$ cat src/rtl/wb_pkg.sv
// Shared definitions for the writeback commit stage: load-type encodings and
// the default link offset.
package wb_pkg;

  localparam logic [2:0] LD_WORD = 3'b000;
  localparam logic [2:0] LD_LBU  = 3'b001;
  localparam logic [2:0] LD_LB   = 3'b010;
  localparam logic [2:0] LD_LHU  = 3'b011;
  localparam logic [2:0] LD_LH   = 3'b100;

  localparam int WB_PC_OFFSET = 8;

endpackage

$ cat src/rtl/wb_load_ext.sv
// Combinational load extension: picks the addressed byte/half of a DM read
// word and sign- or zero-extends it; word and unknown codes pass raw.
module wb_load_ext
  import wb_pkg::*;
#(
  parameter int DATA_W = 32
) (
  input  logic [DATA_W-1:0] i_word,
  input  logic [2:0]        i_ld_type,
  input  logic [1:0]        i_addr_lo,
  output logic [DATA_W-1:0] o_data
);

  logic [7:0]  w_byte;
  logic [15:0] w_half;

  // Byte and halfword lane selection from the low address bits
  always_comb begin
    w_byte = 8'h00;
    case (i_addr_lo)
      2'd0:    w_byte = i_word[7:0];
      2'd1:    w_byte = i_word[15:8];
      2'd2:    w_byte = i_word[23:16];
      2'd3:    w_byte = i_word[31:24];
      default: w_byte = 8'h00;
    endcase
    if (i_addr_lo[1]) begin
      w_half = i_word[31:16];
    end else begin
      w_half = i_word[15:0];
    end
  end

  // Extension according to the load type
  always_comb begin
    o_data = i_word;
    case (i_ld_type)
      LD_LBU:  o_data = {{(DATA_W-8){1'b0}}, w_byte};
      LD_LB:   o_data = {{(DATA_W-8){w_byte[7]}}, w_byte};
      LD_LHU:  o_data = {{(DATA_W-16){1'b0}}, w_half};
      LD_LH:   o_data = {{(DATA_W-16){w_half[15]}}, w_half};
      default: o_data = i_word;
    endcase
  end

endmodule

$ cat src/rtl/wb_commit_stage.sv
// M/W pipeline register with write-data select, optional load extension
// (enabled by macro WB_LOAD_EXT_EN) and a retired-instruction counter.
module wb_commit_stage
  import wb_pkg::*;
#(
  parameter int DATA_W    = 32,
  parameter int NSRC      = 3,
  parameter int DM_SRC    = 1,
  parameter int PC_OFFSET = WB_PC_OFFSET,
  parameter int AW        = 5,
  localparam int SEL_W    = $clog2(NSRC + 1)
) (
  input  logic                   clk,
  input  logic                   reset,
  input  logic                   en,
  input  logic                   flush,
  input  logic                   m_valid,
  input  logic [SEL_W-1:0]       m_sel,
  input  logic [NSRC*DATA_W-1:0] m_src,
  input  logic [DATA_W-1:0]      m_pc,
  input  logic [AW-1:0]          m_wa,
  input  logic                   m_we,
  input  logic [2:0]             m_ld_type,
  input  logic [1:0]             m_addr_lo,
  output logic                   w_valid,
  output logic                   w_we,
  output logic [AW-1:0]          w_wa,
  output logic [DATA_W-1:0]      w_wd,
  output logic [DATA_W-1:0]      w_pc,
  output logic [31:0]            w_retire_cnt
);

  logic [DATA_W-1:0] w_dm_data;
  logic [DATA_W-1:0] w_data;
  logic              w_sel_ok;
  logic              w_we_next;

  logic              r_valid;
  logic              r_we;
  logic [AW-1:0]     r_wa;
  logic [DATA_W-1:0] r_wd;
  logic [DATA_W-1:0] r_pc;
  logic [31:0]       r_retire_cnt;

`ifdef WB_LOAD_EXT_EN
  wb_load_ext #(
    .DATA_W (DATA_W)
  ) u_load_ext (
    .i_word    (m_src[DM_SRC*DATA_W +: DATA_W]),
    .i_ld_type (m_ld_type),
    .i_addr_lo (m_addr_lo),
    .o_data    (w_dm_data)
  );
`else
  logic w_unused_ld;
  assign w_unused_ld = ^{m_ld_type, m_addr_lo};
  assign w_dm_data   = m_src[DM_SRC*DATA_W +: DATA_W];
`endif

  // Source mux: generic sources, link address, or zero for an illegal select
  always_comb begin
    w_data   = {DATA_W{1'b0}};
    w_sel_ok = (m_sel <= SEL_W'(NSRC));
    if (m_sel == SEL_W'(NSRC)) begin
      w_data = m_pc + DATA_W'(PC_OFFSET);
    end else begin
      for (int i = 0; i < NSRC; i++) begin
        if (m_sel == SEL_W'(i)) begin
          if (i == DM_SRC) begin
            w_data = w_dm_data;
          end else begin
            w_data = m_src[i*DATA_W +: DATA_W];
          end
        end
      end
    end
    w_we_next = m_valid & m_we & (m_wa != {AW{1'b0}}) & w_sel_ok;
  end

  // W-stage register: reset > flush (bubble) > advance > hold
  always_ff @(posedge clk) begin
    if (!reset) begin
      r_valid <= 1'b0;
      r_we    <= 1'b0;
      r_wa    <= {AW{1'b0}};
      r_wd    <= {DATA_W{1'b0}};
      r_pc    <= {DATA_W{1'b0}};
    end else if (flush) begin
      r_valid <= 1'b0;
      r_we    <= 1'b0;
      r_wa    <= {AW{1'b0}};
      r_wd    <= {DATA_W{1'b0}};
      r_pc    <= {DATA_W{1'b0}};
    end else if (en) begin
      r_valid <= m_valid;
      r_we    <= w_we_next;
      r_wa    <= m_wa;
      r_wd    <= w_data;
      r_pc    <= m_pc;
    end else begin
      r_valid <= r_valid;
      r_we    <= r_we;
      r_wa    <= r_wa;
      r_wd    <= r_wd;
      r_pc    <= r_pc;
    end
  end

  // The W instruction commits whenever the stage advances, even under flush
  always_ff @(posedge clk) begin
    if (!reset) begin
      r_retire_cnt <= 32'h0000_0000;
    end else if (r_valid && en) begin
      r_retire_cnt <= r_retire_cnt + 32'h0000_0001;
    end else begin
      r_retire_cnt <= r_retire_cnt;
    end
  end

  assign w_valid      = r_valid;
  assign w_we         = r_we;
  assign w_wa         = r_wa;
  assign w_wd         = r_wd;
  assign w_pc         = r_pc;
  assign w_retire_cnt = r_retire_cnt;

endmodule

$ cat config.mk
export PLATFORM = sky130hd
export DESIGN_NAME = wb_commit_stage
export DESIGN_NICKNAME = d
export VERILOG_FILES = /design/src/rtl/wb_pkg.sv /design/src/rtl/wb_load_ext.sv /design/src/rtl/wb_commit_stage.sv
export SDC_FILE = /design/constraint.sdc
export NUM_CORES = 1
export LEC_CHECK = 0
export BUFFER_PORTS_ARGS = -buffer_cell sky130_fd_sc_hd__clkbuf_2
export CAP_MARGIN = 10
export CORE_ASPECT_RATIO = 0.5
export CORE_MARGIN = 5
export CORE_UTILIZATION = 30
export DETAILED_ROUTE_END_ITERATION = 6
export SYNTH_ARGS = -nofsm -noshare
export SYNTH_HDL_FRONTEND = slang
export SYNTH_SLANG_ARGS = --single-unit
$ cat constraint.sdc
create_clock -name clk -period 3.25 [get_ports clk]
set_input_delay 0.65 -clock clk [delete_from_list [all_inputs] [get_ports clk]]
set_output_delay 0.65 -clock clk [all_outputs]
set_load 0.05 [all_outputs]
==> results_dict.tcl, run 1 <==
set metrics [dict create \
    nets 974 \
    intPower_uw 2110 \
    grt_first_pass_wirelength_um 27800 \
    via_count 5187 \
    fp.dieH_um 105 \
    synth-edff-count 0 \
    hold_viol 0 \
    startpoint_type "input pin" \
    finalHoldWorstSlack_ps 456 \
    reg2reg_depth 6 \
    via_per_inst 4.87 \
    worstPathRequired_ps 3480 \
    routed_wirelength_um 17700 \
    hp-start "w_wd[9]" \
    grt_max_degree 93 \
    core_um2 17600 \
    syn_area_um2 5450 \
    swShare_pct 28.6 \
    synth_cells 602 \
    grt_overflow 0 \
    ys_seq_area_share_pct 37.8 \
    die_area_um2 21100 \
    path_class "input pin to flop" \
    layout_common_cells "242 x clkbuf_2, 103 x dfxtp_1, 65 x mux2i_1, 65 x nor2_1, 49 x nand2_1" \
    post-route-min-period_ps 2220 \
    cts_buffers 9 \
    regArea_um2 2060 \
    clockPowerShare_pct 38.0 \
    crit_family "compound AO/OA/AOI/OAI gates" \
    syn-num-nets 750 \
    crit_path_start "m_pc[15]" \
    cts_sinks 103 \
    hold_end "w_wd[9]" \
    syn2layout_area_growth_pct 30.4 \
    clock_latency_ps 350 \
    outcome "finished clean" \
    multi_input_area_um2 3130 \
    switchingPower_uw 843 \
    r2r-end "w_retire_cnt[26]" \
    antenna_found_initial 0 \
    end_kind "flop" \
    root_buffer "clkbuf_16" \
    hold_path.class "flop to flop" \
    drive_above_1_share_pct 35.9 \
    fillers 1857 \
    seqPwrFrac_pct 44.5 \
    antenna_cells 0 \
    ant_nets 0 \
    yosysUniqueCellTypes 49 \
    cts_setup_buffers 0 \
    cts-resized-gates 0 \
    clk_pin_slew_ps 70 \
    cts_htree_levels 3 \
    cts_buffer_depth 2 \
    track_usage_pct 16.1 \
    portBuffers 243 \
    skew_ps 8.27 \
    tightest_slew_ps 787 \
    slew_viol_final 0 \
    timing.fmax_mhz 450 \
    ys_dominant_reg_cell "dfxtp_1" \
    setup_viol 0 \
    fin_crit_sh_pct 68.4 \
    critical-path-max-stage-delay_ps 540 \
    crit_arrival_ps 2460 \
    die_w_um 201 \
    irDropWorstVdd_uv 214 \
    maxSlewHeadroom_pct 47.4 \
    holdPathStages 2 \
    ys_async_sr_fraction_pct 0 \
    cts_hold_buffers 0 \
    grt_pass1_vias 5095 \
    rsz0062_at_grt "false" \
    drtPass1Iterations 5 \
    reg2reg_from "w_retire_cnt[0]" \
    initial_core_util_pct 31.0 \
    p_leak_uw 0.00327 \
    io_pins 249 \
    layout.cells.most_common "clkbuf_2" \
    fp-row-count 34 \
    cap_violations 0 \
    dpl.hpwl_um 13700 \
    crit_buf_inv 1 \
    place_inst 1049 \
    powerDensity_nw_per_um2 415 \
    gp_congestion 0.829 \
    ys_ff_latch 103 \
    tns_ps 0 \
    combinationalPowerShare_pct 17.5 \
    cts_tree "done" \
    yosysWarnings 0 \
    cp_max_fo 21 \
    wire_per_inst_um 16.6 \
    syn_area_per_cell_um2 9.06 \
    drt_iter0_drc 311 \
    layout.cells.non_filler 1065 \
    cp_cell_sequence "clkbuf_2, and4_1, nand3_1, o31a_1, o21ai_0, a21oi_1" \
    r2r_setup_slack_ps 1280 \
    drc 0 \
    cpMaxStageDelayCell "nand3_1" \
]
[cell usage after synthesis, types with 2 or more instances]
library cell	instances	share of area, %
buf_4	2	0.28
o31ai_1	5	0.69
buf_2	9	0.83
clkbuf_8	4	1.0
nand2_1	49	3.4
buf_6	3	0.62
nor2_1	65	4.5
nor3_2	2	0.37
o221a_2	3	0.62
nand4_1	19	2.2
mux2_2	5	1.0
and4_1	4	0.64
nand2b_1	3	0.34
inv_1	6	0.41
a21oi_1	22	2.0
and2_1	28	3.2
nor3_1	5	0.46
clkbuf_1	17	1.2
and4_4	2	0.41
nor4_1	9	1.0
or3_1	4	0.46
o31a_2	4	0.73
buf_1	2	0.14
a21boi_0	2	0.28
o21ai_1	2	0.18
dfxtp_1	103	38
and3_1	8	0.92
nand4_4	2	0.78
o21ai_0	30	2.8
o221ai_1	3	0.48
nor2b_1	4	0.46
mux4_2	6	2.5
nor4_2	2	0.46
o211ai_1	11	1.5
mux2i_1	65	12
nand3_1	23	2.1
xnor2_1	33	5.3
xor2_1	8	1.3
o211a_1	9	1.7
ha_1	2	0.46
o22ai_1	5	0.57
o31a_1	5	0.80
[cell type report]
class                           instances  share of cell area (%)
Clock buffer                           10                    3.36
Clock inverter                          6                   0.968
Inverter                                6                   0.317
Multi-Input combinational cell        454                    44.0
Sequential cell                       103                    29.0
Tap cell                              234                    4.12
Timing Repair Buffer                  252                    18.3
[flip-flops by register name, indices dropped and copies added, names as in the netlist]
name          count
w_retire_cnt     32
w_we              1
w_wa              5
w_wd             32
w_valid           1
w_pc             32
[how the worst max path moves through the flow]
stage / cells after the start / endpoint
after CTS: 7 / w_wd[17]
after global placement: 7 / w_wd[17]
after global routing: 6 / w_wd[28]
after floorplan: 6 / w_retire_cnt[26]
final: 6 / w_wd[27]
after detailed placement: 6 / w_wd[27]
[layer usage]
layer / wire (µm) / GRT usage [%] / share of wire (%) / vias up
met1: 7870 / 20.3 / 44 / 2468
met3: 653 / 3.28 / 3.7 / 10
met4: 129 / 3.09 / 0.73 / 0
met5: 0 / 0 / 0 / -
li1: - / - / - / 2599
met2: 9060 / 28.8 / 51 / 110
[stage by stage]
stage / setup WS, ps / power (µW) / area, µm² / util, %
after floorplan: 1180 / 1670 / 5450 / -
after global placement: 783 / 1860 / 6800 / 38.6
after detailed placement: 722 / 1860 / 6800 / 38.6
after CTS: 1110 / 3000 / 7110 / 40.4
after global routing: 922 / 3100 / 7110 / 40.4
final: 1030 / 2950 / 7110 / 40.4
[power groups by stage]
stage | clock network, µW | logic (µW) | registers (µW)
floorplan | 0 | 213 | 1460
global placement | 0 | 515 | 1340
detailed placement | 0 | 520 | 1340
CTS | 1170 | 522 | 1310
global route | 1220 | 557 | 1320
finish | 1120 | 518 | 1310
[logic make-up (layout without fill, tap and decap cells)]
logic type               after synthesis  count (layout)  synth area share (%)
AND/OR/NAND/NOR                      232             232                  22.2
AO/OA/AOI/OAI                        103             103                  12.7
flip-flops                           103             103                  37.8
multiplexers                          76              76                  15.4
buffers and inverters                 45             274                  4.89
XOR/XNOR                              41              41                  6.58
adder cells (fa/ha/maj)                2               2                 0.459
[worst reg2reg max path, stage by stage (launching register included)]
cell	delay, ps
dfxtp_1	420
ha_1	180
nand3_1	210
nor3_2	560
nand4_1	190
xnor2_1	150
and2_1	150
No activity file was read; power rests on OpenSTA's default activity.
==> inputs of run 2 (changes only) <==
--- a/config.mk
+++ b/config.mk
@@ -5,6 +5,7 @@
 export SDC_FILE = /design/constraint.sdc
 export NUM_CORES = 1
 export LEC_CHECK = 0
+export ABC_AREA = 1
 export BUFFER_PORTS_ARGS = -buffer_cell sky130_fd_sc_hd__clkbuf_2
 export CAP_MARGIN = 10
 export CORE_ASPECT_RATIO = 0.5
==> constraint.sdc (replaced) <==
create_clock -name clk -period 2 [get_ports clk]
set_input_delay 0.4 -clock clk [delete_from_list [all_inputs] [get_ports clk]]
set_output_delay 0.4 -clock clk [all_outputs]
set_load 0.05 [all_outputs]
==> run 2 against run 1 <==
Against the previous run:
- flip-flop and latch count is the same
- worst hold slack lost 160 ps
- sequential share of layout area fell by 2.3 points
- clock-buffer cell count grew 1
- area after synthesis up 7.5%
- synthesized cell count rose by 54%
- core utilization down 0.41 points
- final cell count up 34%
- highest routed layer unchanged
==> results_dict.tcl, run 2 <==
set metrics [dict create \
    grt_first_pass_wirelength_um 32400 \
    ys_seq_area_share_pct 35.2 \
    r2r-end "w_retire_cnt[22]" \
    core_um2 19300 \
    ys_ff_latch 103 \
    layout.cells.most_common "nand2_1" \
    drt_iter0_drc 423 \
    fp-row-count 36 \
    worstPathRequired_ps 2250 \
    yosys.area.top_type "dfxtp_1" \
    dpl.hpwl_um 16800 \
    swShare_pct 29.0 \
    routed_wirelength_um 21000 \
    synth.top_cells.by_count "323 x nand2_1, 103 x dfxtp_1, 89 x a21oi_1" \
    synth_top_area_share_pct 35.2 \
    grt_pass1_vias 6205 \
    p_leak_uw 0.00360 \
    setup_viol 0 \
    portBuffers 243 \
    initial_core_util_pct 30.4 \
    drive_above_1_share_pct 27.8 \
    slew_viol_final 0 \
    clockPowerShare_pct 39.8 \
    seqPwrFrac_pct 42.9 \
    power_uw 4980 \
    path_class "flop to flop" \
    combinationalPowerShare_pct 17.3 \
    drc 0 \
    cts_buffers 9 \
    cts_htree_levels 3 \
    startpoint_type "flop" \
    yosysUniqueCellTypes 36 \
    synthTopCellsByArea "dfxtp_1 35%, nand2_1 21%, a21oi_1 7.6%" \
    met2_usage_pct 30.5 \
    drtPass1Iterations 7 \
    synth_cells 925 \
    skew_ps 6.75 \
    rsz0062_at_grt "false" \
    timing.fmax_mhz 597 \
    maxSlewHeadroom_pct 48.1 \
    hold_path.class "input pin to flop" \
    syn2layout_area_growth_pct 31.7 \
    nets 1307 \
    reg2reg_from "w_retire_cnt[1]" \
    cp_max_fo 5 \
    wire_per_inst_um 14.7 \
    cts_buffer_depth 2 \
    fin_crit_sh_pct 83.7 \
    grt.busiest_layer "met2" \
    via_count 6691 \
    post-route-min-period_ps 1670 \
    use_met3_pct 4.05 \
    tns_ps 0 \
    synth-edff-count 0 \
    yosysWarnings 0 \
    syn-num-nets 1073 \
    grt_max_degree 52 \
    syn_area_per_cell_um2 6.34 \
    track_usage_pct 17.8 \
    cts_tree "done" \
    place_inst 1414 \
    ys_dominant_reg_cell "dfxtp_1" \
    crit_end "w_retire_cnt[22]" \
    tightest_slew_ps 778 \
    end_kind "flop" \
    fp.dieH_um 109 \
    cts_setup_buffers 0 \
    outcome "finished clean" \
    switchingPower_uw 1450 \
    gp_congestion 0.880 \
    ys_async_sr_fraction_pct 0 \
    die_area_um2 22600 \
    grt_overflow 0 \
    hold_viol 0 \
    cts_sinks 103 \
    crit_path_start "w_retire_cnt[1]" \
    crit_arrival_ps 1930 \
    utilization_pct 40.0 \
    via_per_inst 4.68 \
    die_w_um 208 \
    io_pins 249 \
    cts_hold_buffers 0 \
    cts-resized-gates 0 \
    intPower_uw 3540 \
    ant_nets 0 \
    cap_violations 0 \
    powerDensity_nw_per_um2 645 \
    layout_common_cells "323 x nand2_1, 242 x clkbuf_2, 103 x dfxtp_1" \
    clk_pin_slew_ps 70 \
    reg2reg_depth 10 \
    syn_area_um2 5870 \
    r2r_setup_slack_ps 330 \
    irDropWorstVdd_uv 372 \
    root_buffer "clkbuf_16" \
    gr-usage-met1_pct 23.3 \
    clock_latency_ps 350 \
    synth.most_common_cell "nand2_1" \
    antenna_found_initial 0 \
    layout.cells.non_filler 1430 \
    antenna_cells 0 \
]
## run 2: final cells by class
cell class / instances / area [µm²]
clock buffer: 11 / 253
clock inverter: 5 / 80.1
fill: 2110 / 11600
inverter: 84 / 317
multi-input combinational: 702 / 3340
sequential: 103 / 2060
tap: 266 / 333
timing repair buffer: 259 / 1340
## run 2: cell families after synthesis
| group | share of synthesized area [%] |
|---|---|
| fa+ha+maj | 0.427 |
| xor+xnor | 1.49 |
| buf+inv | 7.89 |
| compound gates | 17.5 |
| simple gates | 37.5 |
| flops | 35.2 |
## run 2: worst max-delay path: stages (launching register included)
cell     delay, ps
dfxtp_1        390
ha_1           220
nand2_1         80
nor2_2         190
nand3_4        140
inv_1          100
nand2_1         90
nor3_2         180
nand2_1         70
nand2_1         70
nor2_2          40
## run 2: stage by stage
step                      hold WS, ps  setup WS [ps]  cell area, µm²
final                             295            325            7720
after global routing              291            106            7720
after CTS                         278            306            7720
after detailed placement          455            236            7390
after global placement            450            288            7390
after floorplan                   538            131            5870
## run 2: how the worst min path moves through the flow
stage / from / endpoint / slack [ps] / cells after the start
after floorplan: reset / w_retire_cnt[0] / 540 / 2
after global placement: w_pc[1] / w_pc[1] / 450 / 2
after detailed placement: w_pc[7] / w_pc[7] / 460 / 2
after CTS: m_wa[1] / w_wa[1] / 280 / 3
after global routing: m_we / w_we / 290 / 3
final: m_wa[1] / w_wa[1] / 300 / 3
## run 2: power by group through the flow
stage | logic [µW] | registers [µW] | clock network (µW)
6_report | 864 | 2140 | 1980
5_1_grt | 943 | 2140 | 2140
4_1_cts | 868 | 2140 | 2040
3_5_place_dp | 866 | 2190 | 0
3_3_place_gp | 860 | 2180 | 0
2_1_floorplan | 309 | 2390 | 0
## run 2: per-layer routing
layer,up-vias,part of all wire [%],wire length [µm]
li1,3456,-,-
met1,3071,45,9510
met2,141,48,10100
met3,23,5.1,1060
met4,0,1.4,297
met5,-,0,0
==> inputs of run 3 (changes only) <==
--- a/config.mk
+++ b/config.mk
@@ -5,7 +5,7 @@
 export SDC_FILE = /design/constraint.sdc
 export NUM_CORES = 1
 export LEC_CHECK = 0
-export ABC_AREA = 1
+export ABC_AREA = 0
 export BUFFER_PORTS_ARGS = -buffer_cell sky130_fd_sc_hd__clkbuf_2
 export CAP_MARGIN = 10
 export CORE_ASPECT_RATIO = 0.5
==> constraint.sdc (replaced) <==
create_clock -name clk -period 1.6 [get_ports clk]
set_input_delay 0.32 -clock clk [delete_from_list [all_inputs] [get_ports clk]]
set_output_delay 0.32 -clock clk [all_outputs]
set_load 0.05 [all_outputs]
==> run 3 against run 2 <==
Against the previous run:
- register-to-register slack got worse by 260 ps
- sequential share of layout area is 1.3 points higher
- critical path depth shrank 4
- clock-buffer cell count unchanged
- combinational power up 32%
- power is 20% higher
- sequential power is 23% higher
- setup slack got worse by 260 ps
- non-clock buffer count grew 44
- critical path type unchanged
- critical endpoint is now w_retire_cnt[28]
- largest cell class unchanged
==> results_dict.tcl, run 3 (synthesis results as in run 1) <==
set metrics [dict create \
    rsz0062_at_grt "true" \
    drc 0 \
    cts_tree "done" \
    layout.cells.most_common "clkbuf_2" \
    met2_usage_pct 28.0 \
    intPower_uw 4250 \
    slew_viol_final 0 \
    gp_congestion 0.809 \
    clock_latency_ps 350 \
    grt.busiest_layer "met2" \
    root_buffer "clkbuf_16" \
    power_uw 6000 \
    end_kind "flop" \
    cap_violations 0 \
    fp-row-count 34 \
    fp.dieH_um 105 \
    p_leak_uw 0.00358 \
    cts_sinks 103 \
    die_area_um2 21100 \
    fin_area_um2 7660 \
    fin_crit_sh_pct 95.7 \
    io_pins 249 \
    outcome "finished clean" \
    via_per_inst 4.84 \
    track_usage_pct 16.5 \
    via_count 5408 \
    place_area_um2 7320 \
    path_class "flop to flop" \
    powerDensity_nw_per_um2 784 \
    drtPass1Iterations 4 \
    hold_viol 0 \
    setup_viol 0 \
    grt_overflow 0 \
    combinationalPowerShare_pct 18.9 \
    switchingPower_uw 1740 \
    gr-usage-met1_pct 20.9 \
    irDropWorstVdd_uv 456 \
    initial_core_util_pct 31.0 \
    maxSlewHeadroom_pct 75.0 \
    swShare_pct 29.1 \
    fillers 1796 \
    drive_above_1_share_pct 43.0 \
    timing.fmax_mhz 653 \
    syn2layout_area_growth_pct 40.4 \
    routed_wirelength_um 18000 \
    wire_per_inst_um 16.2 \
    die_w_um 201 \
    layout_common_cells "242 x clkbuf_2, 76 x dfxtp_1, 65 x mux2i_1" \
    portBuffers 243 \
    skew_ps 6.15 \
    worstPathRequired_ps 1850 \
    post-route-min-period_ps 1530 \
    seqPwrFrac_pct 43.9 \
    grt_pass1_vias 5303 \
    dpl.hpwl_um 14500 \
    cp_max_fo 11 \
    grt_first_pass_wirelength_um 28600 \
    crit_arrival_ps 1780 \
    cts_buffers 9 \
    ant_nets 0 \
    clk_pin_slew_ps 70 \
    hold_path.class "input pin to flop" \
    cts_buffer_depth 2 \
    tightest_slew_ps 375 \
    clockPowerShare_pct 37.1 \
    core_um2 17600 \
    drt_iter0_drc 234 \
    nets 1025 \
    use_met3_pct 4.08 \
    cts_htree_levels 3 \
    startpoint_type "flop" \
    grt_max_degree 46 \
    antenna_found_initial 3 \
]
run 3: through the flow:
stage | hold WS [ps] | setup TNS (ps) | instances | util [%] | setup slack (ps)
after floorplan | 463 | 0 | 602 | - | 0.248
after global placement | 438 | -2070 | 1098 | 41.6 | -225
after detailed placement | 443 | -2690 | 1098 | 41.6 | -267
after CTS | 213 | 0 | 1115 | 43.4 | 34.1
after global routing | 224 | -162 | 1117 | 43.5 | -39.8
final | 227 | 0 | 1117 | 43.5 | 69.0
run 3: per-layer routing:
metal  routed length (µm)  up-vias
li1                     -     2709
met1                 7970     2549
met2                 8890      116
met3                  780       30
met4                  371        4
met5                   33        -
run 3: final cells by class:
class	instances	area, µm²	area share, %
multi-input cells	454	3150	41.1
clock inverters	5	37.5	0.490
diodes	1	2.50	0.0327
well taps	234	293	3.82
repair buffers	303	1740	22.8
inverters	6	22.5	0.294
clock buffers	11	264	3.45
flip-flops and latches	103	2140	28.0
run 3: final timing paths:
kind / start / end / slack [ps] / depth (start not counted)
worst max-delay path: w_retire_cnt[18] / w_retire_cnt[28] / 70 / 6
worst max register to register: w_retire_cnt[18] / w_retire_cnt[28] / 70 / 6
worst min register to register: w_wd[8] / w_wd[8] / 460 / 2
worst min-delay path: m_pc[2] / w_pc[2] / 230 / 3
run 3: what timing repair did:
action,CTS,global route
resized for setup,0,2
pin swaps,1,0
endpoints found under the setup margin,2,16
setup buffers,1,1
hold buffers,0,0
run 3: worst max-delay path, stage by stage (launching register included):
cell     delay (ps)
dfxtp_4         370
nand4_1         110
nor4_2          320
buf_4           230
nand4_1         120
xnor2_1         130
and2_1          150
run 3: power groups by stage:
stage	combinational, µW	clock, µW	sequential (µW)
2_1_floorplan	432	0	2930
3_3_place_gp	1130	0	2690
3_5_place_dp	1140	0	2700
4_1_cts	1140	2310	2640
5_1_grt	1220	2410	2640
6_report	1140	2230	2640
